$ cat src/rtl/riscv_fetch_stage.sv
// Instruction-fetch stage: owns the PC, drives the zero-latency instruction
// memory combinationally, and registers the returned word into IF/ID.
// Handles decode stall, execute redirect (with flush), and a sticky
// out-of-range fetch fault that only reset or a redirect can clear.
module riscv_fetch_stage #(
    parameter logic [31:0] RESET_PC       = 32'h0000_0000,
    parameter int          IMEM_ADDR_BITS = 10,
    parameter logic [31:0] NOP_INSTR      = 32'h0000_0013
) (
    input  logic        clk,
    input  logic        rst_n,
    input  logic        stall,
    input  logic        redirect_valid,
    input  logic [31:0] redirect_pc,
    output logic [31:0] imem_addr,
    input  logic [31:0] imem_instr,
    output logic [31:0] ifid_instr,
    output logic [31:0] ifid_pc,
    output logic        ifid_valid,
    output logic        fetch_fault,
    output logic [31:0] fault_pc
);

    typedef enum logic {ST_RUN, ST_FAULT} state_t;

    state_t      state_q, state_d;
    logic [31:0] pc_q, pc_d;
    logic [31:0] instr_q, instr_d;
    logic [31:0] ipc_q, ipc_d;
    logic [31:0] fpc_q, fpc_d;
    logic        valid_q, valid_d;
    logic        fault_q, fault_d;

    logic [31:0] tgt_pc;
    logic        in_range;
    logic        tgt_in_range;

    // Redirect targets are forced word-aligned; misaligned low bits are dropped.
    assign tgt_pc       = redirect_pc & ~32'h3;
    assign in_range     = (pc_q[31:IMEM_ADDR_BITS] == '0);
    assign tgt_in_range = (tgt_pc[31:IMEM_ADDR_BITS] == '0);

    assign imem_addr   = pc_q;
    assign ifid_instr  = instr_q;
    assign ifid_pc     = ipc_q;
    assign ifid_valid  = valid_q;
    assign fetch_fault = fault_q;
    assign fault_pc    = fpc_q;

    // State register for the RUN/FAULT machine.
    always_ff @(posedge clk) begin
        if (!rst_n) state_q <= ST_RUN;
        else        state_q <= state_d;
    end

    // Next-state and next-datapath values; everything holds unless changed.
    always_comb begin
        state_d = state_q;
        pc_d    = pc_q;
        instr_d = instr_q;
        ipc_d   = ipc_q;
        valid_d = valid_q;
        fault_d = fault_q;
        fpc_d   = fpc_q;
        case (state_q)
            ST_RUN: begin
                if (redirect_valid) begin
                    // Redirect wins over stall and flushes IF/ID.
                    pc_d    = tgt_pc;
                    instr_d = NOP_INSTR;
                    valid_d = 1'b0;
                    ipc_d   = '0;
                end else if (stall) begin
                    // hold everything
                end else if (!in_range) begin
                    state_d = ST_FAULT;
                    fault_d = 1'b1;
                    fpc_d   = pc_q;
                    valid_d = 1'b0;
                    instr_d = NOP_INSTR;
                end else begin
                    instr_d = imem_instr;
                    ipc_d   = pc_q;
                    valid_d = 1'b1;
                    pc_d    = pc_q + 32'd4;
                end
            end
            ST_FAULT: begin
                // pc holds while faulted, so this tracks the faulting PC and
                // picks up an out-of-range redirect target one cycle later.
                fpc_d   = pc_q;
                valid_d = 1'b0;
                if (redirect_valid) begin
                    pc_d    = tgt_pc;
                    instr_d = NOP_INSTR;
                    ipc_d   = '0;
                    if (tgt_in_range) begin
                        state_d = ST_RUN;
                        fault_d = 1'b0;
                    end
                end
            end
            default: state_d = ST_RUN;
        endcase
    end

    // PC, IF/ID and fault registers.
    always_ff @(posedge clk) begin
        if (!rst_n) begin
            pc_q    <= RESET_PC;
            instr_q <= NOP_INSTR;
            ipc_q   <= '0;
            valid_q <= 1'b0;
            fault_q <= 1'b0;
            fpc_q   <= '0;
        end else begin
            pc_q    <= pc_d;
            instr_q <= instr_d;
            ipc_q   <= ipc_d;
            valid_q <= valid_d;
            fault_q <= fault_d;
            fpc_q   <= fpc_d;
        end
    end

endmodule

$ cat config.mk
export PLATFORM = sky130hd
export DESIGN_NAME = riscv_fetch_stage
export DESIGN_NICKNAME = d
export VERILOG_FILES = /design/src/rtl/riscv_fetch_stage.sv
export SDC_FILE = /design/constraint.sdc
export NUM_CORES = 1
export LEC_CHECK = 0
export CAP_MARGIN = 10
export CORE_MARGIN = 3
export CORE_UTILIZATION = 39
export CTS_CLUSTER_DIAMETER = 120
export DETAILED_ROUTE_END_ITERATION = 6
export PLACE_DENSITY = 0.76
export SLEW_MARGIN = 20
export SYNTH_ARGS = -nofsm -noshare
export SYNTH_HDL_FRONTEND = slang
export SYNTH_SLANG_ARGS = --single-unit
$ cat constraint.sdc
create_clock -name clk -period 1.8 [get_ports clk]
set_input_delay 0.27 -clock clk [delete_from_list [all_inputs] [get_ports clk]]
set_output_delay 0.27 -clock clk [all_outputs]
set_load 0.02 [all_outputs]
==> results of run 1 <==
-- cell families (layout without fill, tap and decap cells) --
family	after synthesis	after routing	synth area share, %
mux	45	45	9.33
flops	126	126	52.2
fa+ha+maj	1	1	0.259
simple gates	208	209	20.7
other cells	1	4	0.0776
compound gates	90	90	12.8
buf+inv	47	284	4.64
-- through the flow --
step                      hold slack (ps)  setup WS [ps]  util, %  cell area [sq um]  setup TNS (ps)
final                                 241          -70.1     68.6               8280           -1700
after global routing                  238           -187     68.6               8280          -13110
after CTS                             225           -117     65.3               7880           -4000
after detailed placement              452           -469     60.2               7270          -19320
after global placement                444           -348     60.2               7270          -13870
after floorplan                       394           4.11        -               4930               0
-- worst reg2reg max path, delay by kind of cell (launching register included) --
family	cells	cell delay (ps)
AO/OA/AOI/OAI	3	700
buffers and inverters	1	190
flip-flops	1	350
AND/OR/NAND/NOR	2	510
-- how the worst min path moves through the flow --
stage	endpoint	cells after the start	startpoint
floorplan	ifid_instr[0]	2	imem_instr[0]
global placement	fault_pc[13]	2	fault_pc[13]
detailed placement	fault_pc[18]	2	fault_pc[18]
CTS	ifid_pc[4]	2	rst_n
global route	ifid_pc[4]	2	rst_n
finish	ifid_pc[4]	2	rst_n
-- cells in the final DEF, fill, tap and decap left out, drive strengths merged, types with 4 or more instances in the layout --
| master | n |
|---|---|
| mux2i | 45 |
| nand2 | 83 |
| dfxtp | 126 |
| clkdlybuf4s50 | 165 |
| clkinv | 4 |
| nand4 | 5 |
| nand3 | 7 |
| nor2 | 55 |
| a22oi | 37 |
| o31ai | 4 |
| and3 | 24 |
| nor2b | 14 |
| nor4 | 12 |
| dlymetal6s2s | 14 |
| buf | 56 |
| clkbuf | 30 |
| dlygate4sd2 | 11 |
| conb | 4 |
| o21ai | 18 |
| a21oi | 13 |
| o22ai | 5 |
-- registers in the layout (all words and copies together) (netlist names) --
signal / flops
ifid_instr: 32
fetch_fault: 1
fault_pc: 30
ifid_valid: 1
state_q: 1
ifid_pc: 31
imem_addr: 30
-- where the power goes --
part	leakage [uW]	total (uW)	internal (uW)	switching, uW
clock network	0.000288	3320	2140	1180
logic	0.00212	966	471	495
registers	0.00103	2930	2870	61.2
-- routing by layer --
layer	GRT usage [%]	vias up	wire, um	part of all wire [%]
li1	-	2267	-	-
met1	26.5	2245	6760	42
met2	35.4	162	7980	49
met3	7.92	19	1300	8.0
met4	8.72	0	242	1.5
met5	0	-	0	0
-- layout make-up --
cell class / instances / area, sq um
Clock buffer: 26 / 529
Clock inverter: 5 / 52.6
Fill cell: 941 / 3780
Inverter: 3 / 11.3
Multi-Input combinational cell: 349 / 2380
Sequential cell: 126 / 2540
Tap cell: 168 / 210
Timing Repair Buffer: 250 / 2560
-- repair_timing --
action                     CTS  global route
setup buffers                1             3
hold buffers                 0             0
resized for setup           16            56
pin swaps                    3            29
setup endpoints to repair  112           124
cloned                       0             8
==> impl_metrics.env, run 1 <==
export IMPL_status="complete, but fails checks"
export IMPL_async_reset_ff_share_pct=0
export IMPL_cp_max_fo=31
export IMPL_cpMaxStageDelayCell="o41a_1"
export IMPL_drt_total_wl_mm=16.3
export IMPL_yosysTopAreaCell="dfxtp_1"
export IMPL_maxCapViolations=0
export IMPL_hold_path_class="in -> reg"
export IMPL_io_pins=198
export IMPL_cpLargestDelayFamily="compound AO/OA/AOI/OAI gates"
export IMPL_clockRootBuffer="clkbuf_16"
export IMPL_grt_overflow_total=0
export IMPL_yosysSeqAreaShare_pct=52.2
export IMPL_fin_crit_sh_pct=104
export IMPL_syn_inst=518
export IMPL_grt_usage_pct=21.9
export IMPL_drive_above_1_share_pct=19.9
export IMPL_slew_viol_final=0
export IMPL_core_area_sq_um=12100
export IMPL_wl_per_cell_um=17.6
export IMPL_min_period_ps=1870
export IMPL_path_buf_inv=1
export IMPL_place_congestion=0.861
export IMPL_synth_most_common_cell="dfxtp_1"
export IMPL_worst_r2r_path_depth=6
export IMPL_synth_area_sq_um=4830
export IMPL_critPathLaunchType="register"
export IMPL_drc=0
export IMPL_tightestPinTransition_ps=604
export IMPL_path_cells="nor4_4 > nand4_4 > o41a_1 > buf_12 > a21oi_2 > o32ai_2"
export IMPL_total_power_uw=7220
export IMPL_violations="negative setup slack"
export IMPL_syn_to_final_growth_pct=71.4
export IMPL_die_y_um=117
export IMPL_crit_arrival_ps=2150
export IMPL_hpwl_mm=10.9
export IMPL_synth_area_top_cells="dfxtp_1 (52%), mux2i_1 (9.3%), nand2_1 (6.5%), a22oi_1 (5.8%), nor2_1 (4.2%)"
export IMPL_cts_tree="yes"
export IMPL_ys_flop_type="dfxtp_1"
export IMPL_slew_headroom_pct=59.6
export IMPL_cp_startpoint="imem_addr[29]"
export IMPL_instances_no_fill=927
export IMPL_max_stage_delay_ps=470
export IMPL_die_area_sq_um=13800
export IMPL_leakage_uw=0.00344
export IMPL_ys_ff_latch=126
export IMPL_synth_commonest_cells="dfxtp_1 (126), nand2_1 (83), nor2_1 (54), mux2i_1 (45), a22oi_1 (37)"
export IMPL_cts_sinks=126
export IMPL_dp_cells=884
export IMPL_r2r_end="imem_addr[9]"
export IMPL_setup_viol=73
export IMPL_ys_types=46
export IMPL_cp_end_kind="register"
export IMPL_synth_edff_count=0
export IMPL_power_density_nw_per_um2=872
export IMPL_grt_max_degree=94
export IMPL_timing_final_ws_setup_ps=-70.1
export IMPL_drtAntennaViolNets=0
export IMPL_via_count=4693
export IMPL_dr_pass1_iters=4
export IMPL_antenna_found_initial=0
export IMPL_htreeDepth=4
export IMPL_num_rows=40
export IMPL_grt_pass1_vias=4632
export IMPL_io_buffers=191
export IMPL_numCtsBuffers=17
export IMPL_finalClockSkew_ps=7.84
export IMPL_n_antenna_cell=0
export IMPL_yosys_area_top_type_share_pct=52.2
export IMPL_regToRegSetupSlack_ps=-70
export IMPL_viasPerCell=5.06
export IMPL_finalNetCount=816
export IMPL_critPathCapture="imem_addr[9]"
export IMPL_fmax_ghz=0.535
export IMPL_crit_required_ps=2080
export IMPL_ys_warn_count=0
export IMPL_peakVddDrop_uv=633
export IMPL_syn_avg_cell_area_sq_um=9.32
export IMPL_die_w_um=117
export IMPL_reg2reg_from="imem_addr[29]"
export IMPL_clk_pin_slew_ps=50
export IMPL_cts_path_max_buffers=2
export IMPL_start_util_pct=40.0
export IMPL_clk_insertion_delay_late_ps=410
export IMPL_cp_num_cells=6
export IMPL_drtIter0Drc=315
export IMPL_critical_path_class="reg -> reg"
export IMPL_rsz0062_at_grt="yes"
export IMPL_hold_viol=0
export IMPL_grt_pass1_wl_mm=23.3
Power figures use the tool's default switching activity.
==> run 2, diff against run 1 <==
- HOLD_SLACK_MARGIN: not set -> 0.15
==> results of run 2 <==
Same layout as run 1: the final DEF is identical, and so are final timing and power.
